===== src/rtl/fifo_wr_arbiter.sv =====
// Round-robin arbiter sharing one synchronous FIFO write port between NUM_REQ
// valid/ready producers, with bursts of up to MAX_BURST beats per grant.
module fifo_wr_arbiter #(
    parameter int unsigned DATA_WIDTH = 8,
    parameter int unsigned NUM_REQ    = 2,
    parameter int unsigned MAX_BURST  = 4
) (
    input  logic                          clk,
    input  logic                          reset_n,
    input  logic [NUM_REQ-1:0]            req_valid,
    input  logic [NUM_REQ*DATA_WIDTH-1:0] req_data,
    output logic [NUM_REQ-1:0]            req_ready,
    output logic [NUM_REQ-1:0]            grant,
    output logic                          fifo_wr,
    output logic [DATA_WIDTH-1:0]         fifo_w_data,
    input  logic                          fifo_full
);

    localparam int unsigned    IDX_W     = (NUM_REQ > 1) ? $clog2(NUM_REQ) : 1;
    localparam int unsigned    CNT_W     = $clog2(MAX_BURST + 1);
    localparam logic [CNT_W-1:0] LAST_BEAT = CNT_W'(MAX_BURST - 1);
    localparam logic [IDX_W-1:0] LAST_REQ  = IDX_W'(NUM_REQ - 1);

    typedef enum logic [0:0] {
        ST_IDLE = 1'b0,
        ST_BUSY = 1'b1
    } state_e;

    state_e                  state_q, state_d;
    logic [NUM_REQ-1:0]      grant_q, grant_d;
    logic [IDX_W-1:0]        owner_q, owner_d;
    logic [IDX_W-1:0]        last_q, last_d;
    logic [CNT_W-1:0]        cnt_q, cnt_d;

    logic                    pick_found;
    logic [IDX_W-1:0]        pick_idx;
    int unsigned             cand;
    logic                    busy;
    logic                    own_valid;
    logic                    xfer;
    logic [DATA_WIDTH-1:0]   data_arr [NUM_REQ];

    for (genvar i = 0; i < NUM_REQ; i++) begin : g_unpack
        assign data_arr[i] = req_data[i*DATA_WIDTH +: DATA_WIDTH];
    end

    // First valid requester after the last owner, wrapping around
    always_comb begin
        pick_found = 1'b0;
        pick_idx   = last_q;
        cand       = 0;
        for (int unsigned off = 1; off <= NUM_REQ; off++) begin
            cand = (32'(last_q) + off) % NUM_REQ;
            if (!pick_found && req_valid[IDX_W'(cand)]) begin
                pick_found = 1'b1;
                pick_idx   = IDX_W'(cand);
            end
        end
    end

    assign busy      = (state_q == ST_BUSY);
    assign own_valid = req_valid[owner_q];
    assign xfer      = busy && own_valid && !fifo_full;

    // Next-state: arbitration in IDLE, burst counting and release in BUSY
    always_comb begin
        state_d = state_q;
        grant_d = grant_q;
        owner_d = owner_q;
        last_d  = last_q;
        cnt_d   = cnt_q;
        case (state_q)
            ST_IDLE: begin
                if (pick_found) begin
                    state_d = ST_BUSY;
                    owner_d = pick_idx;
                    grant_d = NUM_REQ'(1) << pick_idx;
                    cnt_d   = '0;
                end
            end
            ST_BUSY: begin
                if ((xfer && (cnt_q == LAST_BEAT)) || !own_valid) begin
                    state_d = ST_IDLE;
                    grant_d = '0;
                    last_d  = owner_q;
                    cnt_d   = '0;
                end else if (xfer) begin
                    cnt_d = cnt_q + CNT_W'(1);
                end
            end
            default: begin
                state_d = ST_IDLE;
                grant_d = '0;
                cnt_d   = '0;
            end
        endcase
    end

    always_ff @(posedge clk) begin
        if (!reset_n) begin
            state_q <= ST_IDLE;
            grant_q <= '0;
            owner_q <= '0;
            last_q  <= LAST_REQ;
            cnt_q   <= '0;
        end else begin
            state_q <= state_d;
            grant_q <= grant_d;
            owner_q <= owner_d;
            last_q  <= last_d;
            cnt_q   <= cnt_d;
        end
    end

    // Write port is driven straight from the owner's handshake
    assign grant       = grant_q;
    assign req_ready   = (busy && !fifo_full) ? grant_q : '0;
    assign fifo_wr     = xfer;
    assign fifo_w_data = busy ? data_arr[owner_q] : '0;

    a_grant_onehot0: assert property (@(posedge clk) disable iff (!reset_n)
        $onehot0(grant_q));
    a_no_wr_when_full: assert property (@(posedge clk) disable iff (!reset_n)
        !(fifo_wr && fifo_full));
    a_cnt_bound: assert property (@(posedge clk) disable iff (!reset_n)
        cnt_q <= LAST_BEAT);
    a_grant_matches_state: assert property (@(posedge clk) disable iff (!reset_n)
        busy == (grant_q != '0));

endmodule

===== config.mk =====
export PLATFORM = sky130hd
export DESIGN_NAME = fifo_wr_arbiter
export DESIGN_NICKNAME = d
export VERILOG_FILES = /design/src/rtl/fifo_wr_arbiter.sv
export SDC_FILE = /design/constraint.sdc
export NUM_CORES = 1
export LEC_CHECK = 0
export CAP_MARGIN = 20
export CORE_MARGIN = 2
export CORE_UTILIZATION = 32
export DETAILED_ROUTE_END_ITERATION = 8
export GPL_ROUTABILITY_DRIVEN = 1
export PLACE_DENSITY_LB_ADDON = 0.2
export SYNTH_ARGS = -nofsm -noshare
export SYNTH_HDL_FRONTEND = slang
export SYNTH_SLANG_ARGS = --single-unit

===== constraint.sdc =====
create_clock -name clk -period 1.5 [get_ports clk]
set_clock_uncertainty 0.15 [all_clocks]
set_input_delay 0.15 -clock clk [delete_from_list [all_inputs] [get_ports clk]]
set_output_delay 0.15 -clock clk [all_outputs]
set_load 0.1 [all_outputs]

# == Word level (Yosys, flattened, before mapping) ==
# Cells that the tools add are included.
# word_totals
word_cells,57
romBits,0
latchBits,0
regBits,8
in_bits,21
output_inout_bits,13
mem_bits_rw,0
mem_count,0
# classes
multipliers,0
shift,1
add_sub_neg,3
bitwise,2
n_mux,25
reduce_logical,13
order_cmp,4
eq_ne,4
div,0
# ops
cell,count
$mux W8,4
$mux W1,12
$mux W3,3
$reduce_and A2 Y1,4
$lt A1 B2 Y1 const B,3
$mux W2,3
$pmux W3 S2,1
$logic_and A1 B1 Y1,5
$pmux W2 S2,1
$add A3 B1 Y3 const B,1
$eq A3 B2 Y1 const B,1
$logic_not A1 Y1,3
$ne A3 B1 Y1 const B,1
$add A1 B1 Y1 const B,2
$ge A2 B2 Y1 const B,1
$ne A2 B1 Y1 const B,1
$ne A2 B2 Y1 const B,1
$not A1 Y2,1
$pmux W1 S2,1
$shl A1 B1 Y2 const A,1
$logic_or A1 B1 Y1,1
$not A1 Y1,1

# == Logic depth before layout (Yosys ltp) ==
# depth
ltp_word,10
ltp_mapped,5
mapped_depth_nobuf,5

# == Least setup slack after synthesis ==
# Ideal clock, no wire load.
# synth_path
kind,flip-flop to output port
from,register state_q (netlist: busy)
to,output port fifo_w_data[0]
path_buffers,1
arrival_ps,1943
slack_ps,-743
required_ps,1200
path_stages_with_launch,3
path_cell_list,dfxtp_1 -> buf_2 -> nor2b_1
# synth_between
elab_chain_cells,1
# synth_rtl
element,line_no,rtl
from (decl),29,"state_e state_q, state_d;"
from (signal assigned),107,state_q <= state_d;
$mux W8,119,assign fifo_w_data = busy ? data_arr[owner_q] : '0;
to (decl),15,"output logic [DATA_WIDTH-1:0] fifo_w_data,"
# No other way between the ends.

# == Worst setup path in the final report ==
# layout_path
from,register owner_q
to,output port fifo_w_data[6]
# layout_between
elab_chain_cells,5
# layout_rtl
element,line_no,rtl
from (decl),31,"logic [IDX_W-1:0] owner_q, owner_d;"
from (signal assigned),109,owner_q <= owner_d;
$not A1 Y2 (not written as such),119,
$mux W8 (not written as such) (3 in a row),119,
$mux W8,119,
# No other way between the ends. The select of a mux whose other input is x is not followed.

==> results by group <==
Routing
  – Total Wirelength: 1.576 mm
  – Vias per std cell: 5.063
  – Drt wl/cell: 12.51 um
  – DR vias: 638
  – Drt initial violations: 11
  – Antenna viol nets, final: 0
  – Initial DRT Pass Iterations: 4
  – DRC viols: 0

Critical path
  – Critical Path Sink Type: output pin
  – Crit path kind: register to output pin
  – R2R depth: 5
  – Startpoint Class: register
  – Critical-path maximum fanout: 8
  – CP Launch Point: owner_q
  – Max incr delay on CP: 360 ps
  – R2r startpoint: cnt_q[0]
  – Critical Path Most Common Cell: buf_12
  – Arrival time at the worst endpoint: 1250 ps
  – Crit-path cells: buf_12, mux2i_2, nor2b_2, buf_12
  – Req. time, crit path: 1200 ps
  – CP max stage cell: dfxtp_4

Die
  – Die height: 46.04 um
  – Starting Density: 0.3348
  – Ports: 34
  – Num rows: 15
  – Die outline area: 2120 um2
  – Core region area: 1689 um2
  – Chip width: 46.04 um

Yosys
  – Seq/Total Area, Yosys: 0.2832
  – Post-synthesis instance total: 64
  – Yosys cell types: 27
  – Top cells by area, synth: dfxtp_1, mux2i_1, nor2b_1
  – Share of the synthesized area in the top cell type: 0.2832
  – Synthesized flop and latch total: 8
  – Syn_area_per_cell: 8.837 um2
  – Synth warn: 0
  – Largest area contributor in the synthesized netlist: dfxtp_1
  – Netlist Area Pre-Place: 565.5 um2
  – Post-synthesis net count: 87

Power
  – Maximum vdd drop: 407.7 uV
  – LEAKAGE: 0.4877 nW
  – Pwr Total: 0.0008801 W
  – P per Cell Area: 728.2 nW/um2

STA
  – Fmax: 644.5 MHz
  – Final setup violation count: 9
  – Worst setup margin: -51.62 ps
  – RSZ-0062 raised after global routing: true
  – Final hold vios: 0
  – Minimum clock period: 1552 ps
  – Least-Margin Pin Slew: 209.2 ps
  – Pins over their slew limit: 0
  – Normalized max-slew margin: 0.8605
  – Final Cycle Share: 1.034

CTS
  – Skew-Pair Late Insertion Delay: 260 ps
  – Clock sink total: 8
  – CTS tree: done
  – Reg clk slew, reported paths: 60 ps
  – H-tree depth: 1
  – Clock Tree Root: clkbuf_4
  – Clock Tree Buf Depth: 2
  – CTS Buf Count: 3
  – Hold_buf cts: 0

Cells and area
  – Area growth syn-to-layout: 113.7%
  – Fraction of layout instances using a drive strength above 1: 0.4679
  – Filler cells: 116
  – N_diodes: 0
  – Total Nets Final: 134
  – Fin area: 1209 um2

Worst hold path
  – Hold Crit Depth: 4
  – Worst min path class: input pin to register
  – Hold Path Origin: fifo_full

Placed design
  – Area post-placement: 1124 um2
  – Buffers on Ports: 33
  – DP Worst Slack: -38.32 ps
  – DP HPWL: 1.291 mm
  – RePlAce Congestion: 0.7508

Global routing
  – Vias in the first global route: 628
  – Largest net degree at the start of global routing: 10
  – Initial antenna violation count: 0
  – GRT overflow: 0
  – GRT Util Overall: 0.1695
  – First-pass GRT wire length: 2.546 mm

Status
  – Failing checks: setup timing
  – Status: complete, but fails checks

Run
  – Max-cap violations: 0
==> worst max-delay path, delay by kind of cell, from the launching register on <==
family,cells,cell delay [ps]
flops,1,360
buf+inv,2,330
simple gates,1,160
mux,1,150
==> routing by layer <==
metal | part of all wire | global-route usage | vias to the layer above
met2 | 0.53 | 0.2917 | 30
met5 | 0 | 0 | -
met3 | 0.069 | 0.03968 | 4
li1 | - | - | 318
met1 | 0.37 | 0.1844 | 286
met4 | 0.026 | 0.1029 | 0
==> registers in the layout (all words and copies together) (netlist names) <==
signal and cells:
last_q 1, busy 1, grant 2, cnt_q 3, owner_q 1
==> report_power, final <==
part           internal [W]  total, W  switching (W)  leakage [nW]
Sequential         0.000225  0.000238      0.0000134        0.0670
Clock             0.0000919  0.000170      0.0000784        0.0138
Combinational      0.000214  0.000472       0.000258         0.407
==> cell usage in the layout (no fill, tap or decap), types with 2 or more instances in the layout <==
cell type         n
dfxtp_2           2
buf_4            10
clkbuf_4          3
inv_1             5
clkdlybuf4s50_1  19
and2_4            3
nor2_1            2
nor2b_2           9
buf_12           14
a21oi_1           2
mux2i_1           7
mux2i_2           3
o22ai_1           2
ha_1              2
dfxtp_1           5
nand2_1           3
==> cell usage after synthesis (all sizes together) <==
library cell	count
o22ai	2
nand4	1
a21oi	2
and2b	1
nand3b	1
ha	2
nand3	1
a221oi	1
and3	1
o221ai	1
nand2b	1
dfxtp	8
or2	1
mux2	1
nor2	2
and2	3
buf	2
a22oi	1
o2bb2ai	1
nor3b	1
inv	5
mux2i	10
nor2b	10
nand2	3
o21ai	2
==> layout make-up <==
cell class | instances | area, um2 | share of cell area
Timing Repair Buffer | 44 | 558.0 | 0.4617
Clock buffer | 3 | 22.52 | 0.01863
Sequential cell | 8 | 166.4 | 0.1377
Multi-Input combinational cell | 49 | 421.7 | 0.3489
Inverter | 5 | 18.77 | 0.01553
Tap cell | 17 | 21.27 | 0.01760
==> cell families after synthesis <==
logic type      after synthesis  share of synthesized area
mux                          11                     0.2035
compound gates               10                     0.1438
buf+inv                       7                    0.05531
simple gates                 26                     0.2700
flops                         8                     0.2832
fa+ha+maj                     2                    0.04424
==> stage by stage <==
step | std cells | util | setup TNS [ps] | hold WS, ps
after global routing | 126 | 0.7156 | -781.8 | 223.2
after CTS | 125 | 0.6956 | -359.9 | 315.1
final | 126 | 0.7156 | -313.2 | 184.2
after floorplan | 64 | - | -1797 | 78.62
after global placement | 120 | 0.6652 | -54.99 | 291.6
after detailed placement | 120 | 0.6652 | -134.7 | 306.5
==> what timing repair did <==
item | in CTS | in global routing
gates resized for setup | 5 | 8
setup endpoints to repair | 9 | 15
pin swaps | 0 | 3
setup buffers | 2 | 1
==> worst paths after layout <==
path | end | slack (ps)
worst min-delay path | last_q | 180
worst max register to register | last_q | 80
worst min register to register | cnt_q[1] | 310
worst max-delay path | fifo_w_data[6] | -50
Note: power is estimated with default switching activity, not from simulation.
